### config.mk
export PLATFORM = sky130hd
export DESIGN_NAME = mem_arbiter
export DESIGN_NICKNAME = d
export VERILOG_FILES = /design/src/rtl/mem_arbiter.sv
export SDC_FILE = /design/constraint.sdc
export NUM_CORES = 1
export LEC_CHECK = 0
export ABC_AREA = 0
export CORE_AREA = 2 2 331 333
export CTS_BUF_LIST = sky130_fd_sc_hd__clkbuf_4
export CTS_CLUSTER_DIAMETER = 120
export DETAILED_ROUTE_END_ITERATION = 10
export DIE_AREA = 0 0 333 335
export SETUP_SLACK_MARGIN = 0.15
export SYNTH_ARGS = -nofsm -noshare
export SYNTH_HDL_FRONTEND = slang
export SYNTH_SLANG_ARGS = --single-unit
### constraint.sdc
create_clock -name clk -period 7.02 [get_ports clk]
set_clock_uncertainty 0.15 [all_clocks]
set_input_delay 0.702 -clock clk [delete_from_list [all_inputs] [get_ports clk]]
set_output_delay 0.702 -clock clk [all_outputs]
set_load 0.03 [all_outputs]
### src/rtl/mem_arbiter.sv
// Two-client (I-cache / D-cache) arbiter onto a single block-wide memory port.
// Define MEM_ARB_RR_EN for round-robin tie-breaking; otherwise D wins ties.
module mem_arbiter #(
    parameter int ADDR_WIDTH = 28,
    parameter int DATA_WIDTH = 128
) (
    input  logic                  clk,
    input  logic                  rst,

    input  logic                  i_read,
    input  logic                  i_write,
    input  logic [ADDR_WIDTH-1:0] i_addr,
    input  logic [DATA_WIDTH-1:0] i_wdata,
    output logic                  i_ready,
    output logic [DATA_WIDTH-1:0] i_rdata,

    input  logic                  d_read,
    input  logic                  d_write,
    input  logic [ADDR_WIDTH-1:0] d_addr,
    input  logic [DATA_WIDTH-1:0] d_wdata,
    output logic                  d_ready,
    output logic [DATA_WIDTH-1:0] d_rdata,

    output logic                  mem_read,
    output logic                  mem_write,
    output logic [ADDR_WIDTH-1:0] mem_addr,
    output logic [DATA_WIDTH-1:0] mem_wdata,
    input  logic [DATA_WIDTH-1:0] mem_rdata,
    input  logic                  mem_ready
);

    typedef enum logic [1:0] {
        IDLE   = 2'd0,
        BUSY_I = 2'd1,
        BUSY_D = 2'd2
    } state_t;

    state_t                state, state_nxt;
    logic                  lat_write, lat_write_nxt;
    logic [ADDR_WIDTH-1:0] lat_addr, lat_addr_nxt;
    logic [DATA_WIDTH-1:0] lat_wdata, lat_wdata_nxt;

    logic i_req, d_req;
    logic grant_i, grant_d;

    assign i_req = i_read | i_write;
    assign d_req = d_read | d_write;

`ifdef MEM_ARB_RR_EN
    // last_d: 1 when the most recent grant went to D, 0 when it went to I
    logic last_d;

    always_comb begin
        grant_d = d_req & (~i_req | ~last_d);
        grant_i = i_req & ~grant_d;
    end

    always_ff @(posedge clk or posedge rst) begin
        if (rst) begin
            last_d <= 1'b0;
        end else if (state == IDLE && (i_req || d_req)) begin
            last_d <= grant_d;
        end
    end
`else
    always_comb begin
        grant_d = d_req;
        grant_i = i_req & ~d_req;
    end
`endif

    always_ff @(posedge clk or posedge rst) begin
        if (rst) begin
            state     <= IDLE;
            lat_write <= 1'b0;
            lat_addr  <= '0;
            lat_wdata <= '0;
        end else begin
            state     <= state_nxt;
            lat_write <= lat_write_nxt;
            lat_addr  <= lat_addr_nxt;
            lat_wdata <= lat_wdata_nxt;
        end
    end

    always_comb begin
        state_nxt     = state;
        lat_write_nxt = lat_write;
        lat_addr_nxt  = lat_addr;
        lat_wdata_nxt = lat_wdata;
        i_ready       = 1'b0;
        d_ready       = 1'b0;

        case (state)
            IDLE: begin
                if (grant_d) begin
                    state_nxt     = BUSY_D;
                    lat_write_nxt = d_write;
                    lat_addr_nxt  = d_addr;
                    lat_wdata_nxt = d_wdata;
                end else if (grant_i) begin
                    state_nxt     = BUSY_I;
                    lat_write_nxt = i_write;
                    lat_addr_nxt  = i_addr;
                    lat_wdata_nxt = i_wdata;
                end
            end
            BUSY_I: begin
                if (mem_ready) begin
                    i_ready   = 1'b1;
                    state_nxt = IDLE;
                end
            end
            BUSY_D: begin
                if (mem_ready) begin
                    d_ready   = 1'b1;
                    state_nxt = IDLE;
                end
            end
            default: state_nxt = IDLE;
        endcase
    end

    // Strobes decode from the state register so an async reset drops them at once
    always_comb begin
        mem_read  = (state != IDLE) & ~lat_write;
        mem_write = (state != IDLE) &  lat_write;
        mem_addr  = lat_addr;
        mem_wdata = lat_wdata;
    end

    assign i_rdata = mem_rdata;
    assign d_rdata = mem_rdata;

endmodule

# ---- After elaboration in Yosys (flattened, before gate mapping)
# Cells that the tools add are included.
dict set report totals {
  register_bits 159
  inputBits 447
  out_inout_bits 416
  wordCells 34
}
dict set report op_classes {
  n_eq_ne 4
  muxes 13
  bitwise_logic 7
  n_reduce_logical 6
}
# operator n
set ops {}
lappend ops {{2-to-1 mux 128 bit} 2}
lappend ops {{2-to-1 mux 28 bit} 2}
lappend ops {{2-to-1 mux 2 bit} 3}
lappend ops {{2-to-1 mux 1 bit} 5}
lappend ops {{case mux 2 bit (2 select lines)} 1}
lappend ops {{AND reduction 2 bit} 2}
lappend ops {{nonzero test 2 bit} 2}
lappend ops {{bitwise AND 1 bit} 3}
lappend ops {{inequality test 3 bit (second input constant)} 1}
lappend ops {{equality test 2 x 1 -> 1 bit (second input constant)} 1}
lappend ops {{equality test 2 bit (second input constant)} 1}
lappend ops {{zero test 2 bit} 1}
lappend ops {{inequality test 2 x 1 -> 1 bit (second input constant)} 1}
lappend ops {{NOT 1 bit} 2}
lappend ops {{OR 1 bit} 2}
lappend ops {{OR reduction 2 bit} 1}

# ---- Longest topological paths before layout
# Gate-level depths: netlist of run 1.
dict set report depth {
  depth_word 6
  ltp_mapped 8
  depth_no_buf 5
}

# ---- Worst setup path before layout of run 1
# Ideal clock, no wire load.
dict set report synth_path {
  kind {input to register}
  from {input port d_write}
  to {register lat_wdata[34] (netlist: mem_wdata[34])}
  setup_ns 0.083
  t_arrival_ns 1.759
  t_required_ns 6.787
  slack_ns 5.028
  stages 6
  path_buffers 3
  cell_sequence {o41ai_4 > buf_6 > buf_6 > buf_6 > nand2_1 > o21ai_0}
}
dict set report synth_between {
  elab_chain_len 5
  elab_cells_between_ends 6
  classes_between {mux (1); bitwise (3); reduce/logical (2)}
}
# item line_no
set synth_lines {}
lappend synth_lines {{start: declaration} 18} ;# input logic d_write,
lappend synth_lines {{OR 1 bit *} 47} ;# assign d_req = d_read | d_write;
lappend synth_lines {{NOT 1 bit} 68} ;# grant_i = i_req & ~d_req;
lappend synth_lines {{bitwise AND 1 bit} 68}
lappend synth_lines {{nonzero test 2 bit (no source line)} n/a}
lappend synth_lines {{AND reduction 2 bit (no source line)} n/a}
lappend synth_lines {{end signal: assignment} 82} ;# lat_wdata <= lat_wdata_nxt;
lappend synth_lines {{end: declaration} 41} ;# logic [DATA_WIDTH-1:0] lat_wdata, lat_wdata_nxt;
# Every way passes the cells marked *; elsewhere a longest branch is shown, timed or not.
# A chain may end at the register's enable or synchronous reset.

# ---- Worst setup path after layout of run 1
dict set report layout_path {
  from {register state[0]}
  to {output port mem_write}
}
dict set report layout_between {
  elab_chain_len 2
}
# item line_no
set layout_lines {}
lappend layout_lines {{start: declaration} 38} ;# state_t state, state_nxt;
lappend layout_lines {{start signal: assignment} 79} ;# state <= state_nxt;
lappend layout_lines {{nonzero test 2 bit} 127} ;# mem_write = (state != IDLE) & lat_write;
lappend layout_lines {{bitwise AND 1 bit} 127}
lappend layout_lines {{end: declaration} 25} ;# output logic mem_write,
# Every way passes these cells.

==> results of run 1 <==
-- layout by cell type (no fill, tap or decap), drive strengths merged, types with 2 or more instances in the layout --
master / n
mux2i: 156
dfrtp: 159
ha: 3
a21oi: 3
clkdlybuf4s50: 478
clkinvlp: 2
diode: 3
clkinv: 6
nand2: 159
and2: 2
inv: 10
clkbuf: 18
nor2: 2
buf: 11
o21ai: 158
-- sequential cells by signal, indices dropped and copies added, names as in the netlist --
signal and count:
lat_write 1, state 2, mem_addr 28, mem_wdata 128
-- metal layers --
layer  up-vias  track usage  wire [um]  part of all wire
met5         -            0         42           0.00090
met4         6       0.0427       1880             0.041
met3       110       0.0573       7020              0.15
met2       546        0.121      19600              0.42
met1      3172       0.0892      17900              0.39
li1       3332            -          -                 -
-- cells by family after synthesis --
group / after synthesis
simple gates: 166
mux: 156
buf+inv: 312
compound gates: 163
fa+ha+maj: 3
flops: 159
-- critical path, delay by kind of cell (launching register included) --
kind,cells,cell delay [ps]
adder cells (fa/ha/maj),1,290
buffers and inverters,2,840
flip-flops,1,420
AND/OR/NAND/NOR,1,390
-- through the flow --
step                      area, um^2  hold WS, ps  utilization
after floorplan                 9360          318            -
after global placement         13800          313        0.127
after detailed placement       13800          319        0.127
after CTS                      14000         21.9        0.130
after global routing           14000         86.8        0.130
final                          14000          218        0.130
-- cell type report --
| class | instances | area, um^2 |
|---|---|---|
| well taps | 1414 | 1770 |
| diodes | 3 | 7.51 |
| clock inverters | 14 | 133 |
| clock buffers | 18 | 135 |
| multi-input cells | 488 | 3080 |
| inverters | 5 | 26.3 |
| repair buffers | 489 | 4890 |
| fillers | 12464 | 94100 |
| flip-flops and latches | 159 | 3980 |
-- how the worst max path moves through the flow --
stage               slack (ps)                        end            startpoint
finish                    3500                  mem_write  state[0]$_DFFE_PP0P_
global route              3180                  mem_write  state[0]$_DFFE_PP0P_
CTS                       3260                  mem_write  state[0]$_DFFE_PP0P_
detailed placement        3600  mem_wdata[87]$_DFFE_PP0P_               d_write
global placement          3640  mem_wdata[95]$_DFFE_PP0P_               d_write
floorplan                 1880      lat_write$_DFFE_PP0P_                   rst
-- where the power goes --
part,switching [W],internal (W)
combinational,0.00205,0.00121
clock,0.000437,0.000185
sequential,0.000295,0.00137
total,0.00279,0.00277
-- synthesized netlist by cell type --
cell,number
clkbuf_2,8
a21oi_1,3
buf_6,19
nand2_1,159
and2_1,2
nor2_1,1
nor2b_1,1
buf_4,257
o21ai_0,47
mux2i_1,156
ha_1,3
nor2_2,1
clkbuf_1,9
nand2b_1,1
o21ai_1,111
dfrtp_1,159
or2_2,1
inv_1,5
o41ai_4,1
o2bb2ai_1,1
buf_1,1
buf_2,13
==> flow_summary.ini, run 1 <==
[flow_run]
cap_violations = 0

[power_and_ir_drop]
leakage_nw = 5.19
ir_drop_mv = 0.160
power.density_nw_per_um2 = 396
p_total_w = 0.00555

[cells_and_area]
layout-drive-gt1-share = 0.0392
final_nets = 1610
area_growth_pct = 49.8
fin_cells = 2590

[sta]
fin_crit_ps = 3520
setup_ws_ps = 3500
rsz0062_at_grt = false
worst_pin_slew_ps = 844
finalCritPeriodShare = 0.502
hold_viol_final = 0
setup_viol = 0
fmax_ghz = 0.284
slew_headroom = 0.437
tns_ps = 0
report.final.slew_viol_count = 0

[critical_path]
worstPathMaxFanout = 6
worstPathCellList = inv_1 > ha_1 > nor2b_1 > clkdlybuf4s50_1
endpoint_kind = output pin
crit_slowest_cell = clkdlybuf4s50_1
r2r-end = mem_wdata[90]$_DFFE_PP0P_
path_class = reg2out
crit_path_max_incr_delay_ps = 770
arrival_ps = 2670
r2r-start = state[0]$_DFFE_PP0P_
crit_path_start_kind = flip-flop
ff2ff_path_depth = 6
required_ps = 6170
reg2reg_slack_ps = 4460

[synthesis]
synth_mux_area_frac = 0.167
synth_compound_area_frac = 0.0899
synth.area.top_cells = dfrtp_1 (42%), buf_4 (21%), mux2i_1 (17%)
ys_ff_latch = 159
synth_area_per_cell_um2 = 9.76
synthCells = 959
synth_top_family_by_area = buffers and inverters
syn_nets = 1409
yosysSeqAreaShare = 0.425
yosys.area.top_type = dfrtp_1
syn_area_um2 = 9360
synthXorXnorAreaFrac = 0
yosys.area_share.simple = 0.0682
synth_cell_types = 22
synth_fa_ha_area_frac = 0.00401
yosys_warnings = 0
synth_top_area_share = 0.425

[clocking]
post-cts-setup-buffer-count = 0
cts_tree = built
cts-buffers-inserted = 17
clock-sinks = 159
ctsResizeCount = 0
cts_max_level = 4
clk_latency_ps = 730
path_clk_slew_ps = 180
root_buffer = clkbuf_4
clk_path_buf_depth = 2
ctsHoldBuffers = 0

[route]
antenna_left = 0
via_count = 7166
drt_first_pass_iters = 4
post_drt_wl_per_cell_um = 17.9
vias_per_cell = 2.77
drt_wl_total_mm = 46.5
drtIter0Drc = 243
drc = 0

[placement]
numPlacedInstances = 2555
port_buffers = 478
hpwlAfterDp_mm = 39.1
routabilityCongestion = 0.752
place_ws_ps = 3600

[global_routing]
grt_start_max_net_pins = 155
grt_pass1_vias = 7335
grt-ovfl-total = 0
grt_usage = 0.0826
grt_pass1_wl_mm = 61.6
antenna_found_initial = 7

[die]
die-area_um2 = 112000
die_w_um = 333
die_y_um = 335
ios = 863
num_rows = 121
core_area_um2 = 108000
start_util = 0.0866

[min_path]
min_path_type = in2async

[run_status]
outcome = complete, no violations
No activity file was read; power rests on OpenSTA's default activity.
==> inputs of run 2 (changes only) <==
==> constraint.sdc (replaced) <==
create_clock -name clk -period 3.45 [get_ports clk]
set_clock_uncertainty 0.15 [all_clocks]
set_input_delay 0.345 -clock clk [delete_from_list [all_inputs] [get_ports clk]]
set_output_delay 0.345 -clock clk [all_outputs]
set_load 0.03 [all_outputs]
==> flow_summary.ini, run 2 (same netlist as run 1, synthesis figures left out) <==
[cells_and_area]
largest_reg_flops = 128
fill_cells = 12153
final_nets = 1879
layout-drive-gt1-share = 0.0388
area_growth_pct = 79.0
layout_commonest_cell = clkdlybuf4s50_1
final_cell_mix = clkdlybuf4s50_1 (477), dlygate4sd3_1 (259), nand2_1 (159), dfrtp_1 (159), mux2i_1 (156)

[die]
die_w_um = 333
core_area_um2 = 108000
die-area_um2 = 112000
start_util = 0.0866
num_rows = 121
ios = 863
die_y_um = 335

[placement]
port_buffers = 478
hpwlAfterDp_mm = 39.1
routabilityCongestion = 0.734

[run_status]
outcome = complete, no violations

[sta]
fmax_ghz = 0.347
fin_crit_ps = 2880
worst_pin_slew_ps = 663
whs_ps = 185
setup_viol = 0
finalCritPeriodShare = 0.834
slew_headroom = 0.545
tns_ps = 0
hold_viol_final = 0
rsz0062_at_grt = false
report.final.slew_viol_count = 0

[power_and_ir_drop]
sequentialPowerShare = 0.292
p_clk_frac = 0.110
p_int_w = 0.00594
leakage_nw = 6.34
ir_drop_mv = 0.325
power_frac_comb = 0.599
power.density_nw_per_um2 = 694
p_sw_w = 0.00568
sw_frac_of_total = 0.489

[clocking]
clock-sinks = 159
clk_path_buf_depth = 2
path_clk_slew_ps = 160
cts-buffers-inserted = 17
root_buffer = clkbuf_4
post-cts-setup-buffer-count = 0
cts_tree = built
clk_latency_ps = 750
cts_max_level = 4

[global_routing]
grt_start_max_net_pins = 113
grt-ovfl-total = 0
grt_pass1_vias = 8878
grt_pass1_wl_mm = 68.2
antenna_found_initial = 3
grt_usage = 0.0886

[critical_path]
endpoint_kind = output pin
crit_path_start_kind = flip-flop
arrival_ps = 2380
required_ps = 2950
path_class = reg2out
worstPathMaxFanout = 6

[route]
drt_first_pass_iters = 4
post_drt_wl_per_cell_um = 17.4
vias_per_cell = 2.91
drt_wl_total_mm = 49.8
drc = 0
antenna_left = 0
via_count = 8321
drtIter0Drc = 248

[min_path]
min_path_type = in2reg

[flow_run]
cap_violations = 0
[run 2: changes by cell type in the layout (fill, tap and decap cells not counted), sizes merged]
| cell | before | now |
|---|---|---|
| clkinvlp | 2 | 3 |
| clkbuf | 18 | 17 |
| clkinv | 6 | 7 |
| dlygate4sd3 | 0 | 259 |
| clkdlybuf4s50 | 478 | 477 |
| buf | 11 | 21 |
| dlygate4sd2 | 0 | 1 |
| diode | 3 | 1 |
| inv | 10 | 9 |
[run 2: worst max-delay path, stage by stage, from the launching register on]
cell	delay [ps]
dfrtp_1	410
inv_1	70
ha_1	190
buf_4	170
nor2_1	100
clkdlybuf4s50_1	680
[run 2: power groups by stage]
| stage | sequential (W) | clock, W | combinational, W |
|---|---|---|---|
| 5_1_grt | 0.00353 | 0.00148 | 0.00747 |
| 6_report | 0.00339 | 0.00127 | 0.00696 |
| 4_1_cts | 0.00342 | 0.00144 | 0.00711 |
| 3_3_place_gp | 0.00342 | 0 | 0.00684 |
| 2_1_floorplan | 0.00510 | 0 | 0.00237 |
| 3_5_place_dp | 0.00344 | 0 | 0.00682 |
[run 2: path summary, 6_finish.rpt]
check | start | endpoint | slack, ps | cells after the start
max | state[0]$_DFFE_PP0P_ | mem_read | 570 | 5
min | d_wdata[112] | mem_wdata[112]$_DFFE_PP0P_ | 190 | 3
min reg2reg | mem_wdata[94]$_DFFE_PP0P_ | mem_wdata[94]$_DFFE_PP0P_ | 350 | 2
max in group asynchronous | rst | mem_wdata[24]$_DFFE_PP0P_ | 2110 | 4
max reg2reg | state[0]$_DFFE_PP0P_ | mem_addr[4]$_DFFE_PP0P_ | 1240 | 7
min in group asynchronous | rst | mem_wdata[76]$_DFFE_PP0P_ | 340 | 3
[run 2: through the flow]
stage                     power (W)  cell area [um^2]  setup slack (ps)  cells   util
after floorplan             0.00747              9370               940    959      -
after global placement       0.0103             13900               791   2565  0.129
after detailed placement     0.0103             13900               786   2565  0.129
after CTS                    0.0120             16800               294   2856  0.155
after global routing         0.0125             16800               297   2857  0.155
final                        0.0116             16800               572   2857  0.155
[run 2: area by class of cell]
| class | count | area [um^2] | share of cell area |
|---|---|---|---|
| Multi-Input combinational cell | 488 | 3080 | 0.184 |
| Inverter | 5 | 22.5 | 0.00134 |
| Clock buffer | 17 | 128 | 0.00762 |
| Clock inverter | 15 | 136 | 0.00814 |
| Tap cell | 1414 | 1770 | 0.106 |
| Antenna cell | 1 | 2.50 | 0.000149 |
| Timing Repair Buffer | 758 | 7630 | 0.456 |
| Sequential cell | 159 | 3980 | 0.237 |
[run 2: what timing repair did]
item	CTS	global route
setup endpoints to repair	1	0
gates resized for setup	1	0
hold endpoints to repair	178	0
hold buffers	259	0
[run 2: layer usage]
metal	vias up	wire length [um]	track usage
met5	-	90	0.00478
met4	4	1820	0.0420
met3	101	5660	0.0432
met2	528	21900	0.135
met1	3820	20300	0.103
li1	3868	-	-
==> inputs of run 3 (changes only) <==
==> constraint.sdc (replaced) <==
create_clock -name clk -period 3 [get_ports clk]
set_clock_uncertainty 0.15 [all_clocks]
set_input_delay 0.3 -clock clk [delete_from_list [all_inputs] [get_ports clk]]
set_output_delay 0.3 -clock clk [all_outputs]
set_load 0.03 [all_outputs]
==> flow_summary.ini, run 3 (same netlist as run 1, synthesis figures left out) <==
[sta]
report.final.slew_viol_count = 0
fin_crit_ps = 2630
fmax_ghz = 0.381
tns_ps = 0
worst_pin_slew_ps = 800
finalCritPeriodShare = 0.876
slew_headroom = 0.466
hold_viol_final = 0
whs_ps = 190
rsz0062_at_grt = false
setup_viol = 0

[die]
die_w_um = 333
core_area_um2 = 108000
die-area_um2 = 112000
num_rows = 121
die_y_um = 335
start_util = 0.0866
ios = 863

[global_routing]
antenna_found_initial = 5
grt_start_max_net_pins = 104
grt_pass1_vias = 9228
grt-ovfl-total = 0
grt_usage = 0.0876
grt_pass1_wl_mm = 68.2

[critical_path]
endpoint_kind = output pin
worstPathMaxFanout = 4
crit_path_start_kind = flip-flop
required_ps = 2550
arrival_ps = 2180
path_class = reg2out

[route]
drt_wl_total_mm = 49.3
routed-wl-met3_mm = 5.23
maxUsedRoutingLayer = met5
routed-wl-met2_mm = 21.5
via_count = 8493
drt_first_pass_iters = 4
drtIter0Drc = 243
antenna_left = 0
met1Wirelength_mm = 20.7
drc = 0
post_drt_wl_per_cell_um = 16.9
vias_per_cell = 2.91

[cells_and_area]
fin_cells = 2914
largest_reg_flops = 128
layout-drive-gt1-share = 0.0509
area_growth_pct = 84.3
final_cell_mix = clkdlybuf4s50_1 (473), dlygate4sd3_1 (292), nand2_1 (159), dfrtp_1 (159), mux2i_1 (156)
fin_area_um2 = 17300
fill_cells = 12079
multiInputGateArea_um2 = 3080
final_nets = 1929
layout_commonest_cell = clkdlybuf4s50_1
regArea_um2 = 3980

[clocking]
path_clk_slew_ps = 170
post-cts-setup-buffer-count = 0
cts_max_level = 4
clk_latency_ps = 780
cts-buffers-inserted = 17
cts_tree = built
clk_path_buf_depth = 2
clock-sinks = 159
root_buffer = clkbuf_4

[flow_run]
cap_violations = 0

[placement]
routabilityCongestion = 0.750
port_buffers = 478
numPlacedInstances = 2582
place_area_um2 = 14000
hpwlAfterDp_mm = 38.5

[run_status]
outcome = complete, no violations

[min_path]
min_path_type = in2reg

[power_and_ir_drop]
ir_drop_mv = 0.575
leakage_nw = 6.57
power.density_nw_per_um2 = 787
p_total_w = 0.0136
==> run 3: cell count changes in the layout (fill, tap and decap cells not counted), sizes merged <==
cell	delta
dlygate4sd3	+33
buf	+19
diode	+7
clkinv	-5
clkinvlp	+5
clkdlybuf4s50	-4
dlygate4sd2	+2
bufinv	+1
inv	-1
==> run 3: power by group <==
part / internal [W] / switching (W)
logic: 0.00329 / 0.00481
registers: 0.00321 / 0.000762
clock network: 0.000500 / 0.00102
==> run 3: stage by stage <==
step                utilization  setup WS (ps)
floorplan                     -            535
global placement          0.130            503
detailed placement        0.130            495
CTS                       0.159            126
global route              0.160            161
finish                    0.160            373
==> run 3: timing repair <==
item	4_1_cts	5_1_grt
resized for setup	14	0
hold buffers	292	0
endpoints found under the setup margin	5	0
endpoints found under the hold margin	308	0
==> run 3: final cells by class <==
type	instances	area share
Sequential cell	159	0.231
Clock buffer	17	0.00740
Inverter	5	0.00131
Tap cell	1414	0.103
Multi-Input combinational cell	488	0.179
Clock inverter	15	0.00935
Antenna cell	8	0.00116
Timing Repair Buffer	808	0.469
==> run 3: routing by layer <==
layer | up-vias | track usage
met4 | 2 | 0.0374
li1 | 3969 | -
met1 | 3870 | 0.103
met3 | 115 | 0.0473
met2 | 537 | 0.132
met5 | - | 0
==> run 3: path summary, 6_finish.rpt <==
path	from	to	slack, ps	cells after the start
max in group asynchronous	rst	mem_wdata[24]$_DFFE_PP0P_	1620	4
worst max-delay path	state[0]$_DFFE_PP0P_	mem_write	370	4
worst min register to register	mem_wdata[99]$_DFFE_PP0P_	mem_wdata[99]$_DFFE_PP0P_	350	2
worst max register to register	state[1]$_DFFE_PP0P_	mem_wdata[117]$_DFFE_PP0P_	810	8
worst min-delay path	i_wdata[119]	mem_wdata[119]$_DFFE_PP0P_	190	4
min in group asynchronous	rst	mem_wdata[100]$_DFFE_PP0P_	380	4
==> run 3: critical path, cell delays in order (launching register included) <==
cell and delay (ps):
dfrtp_1 410, inv_1 70, ha_1 290, nor2b_1 280, buf_2 330
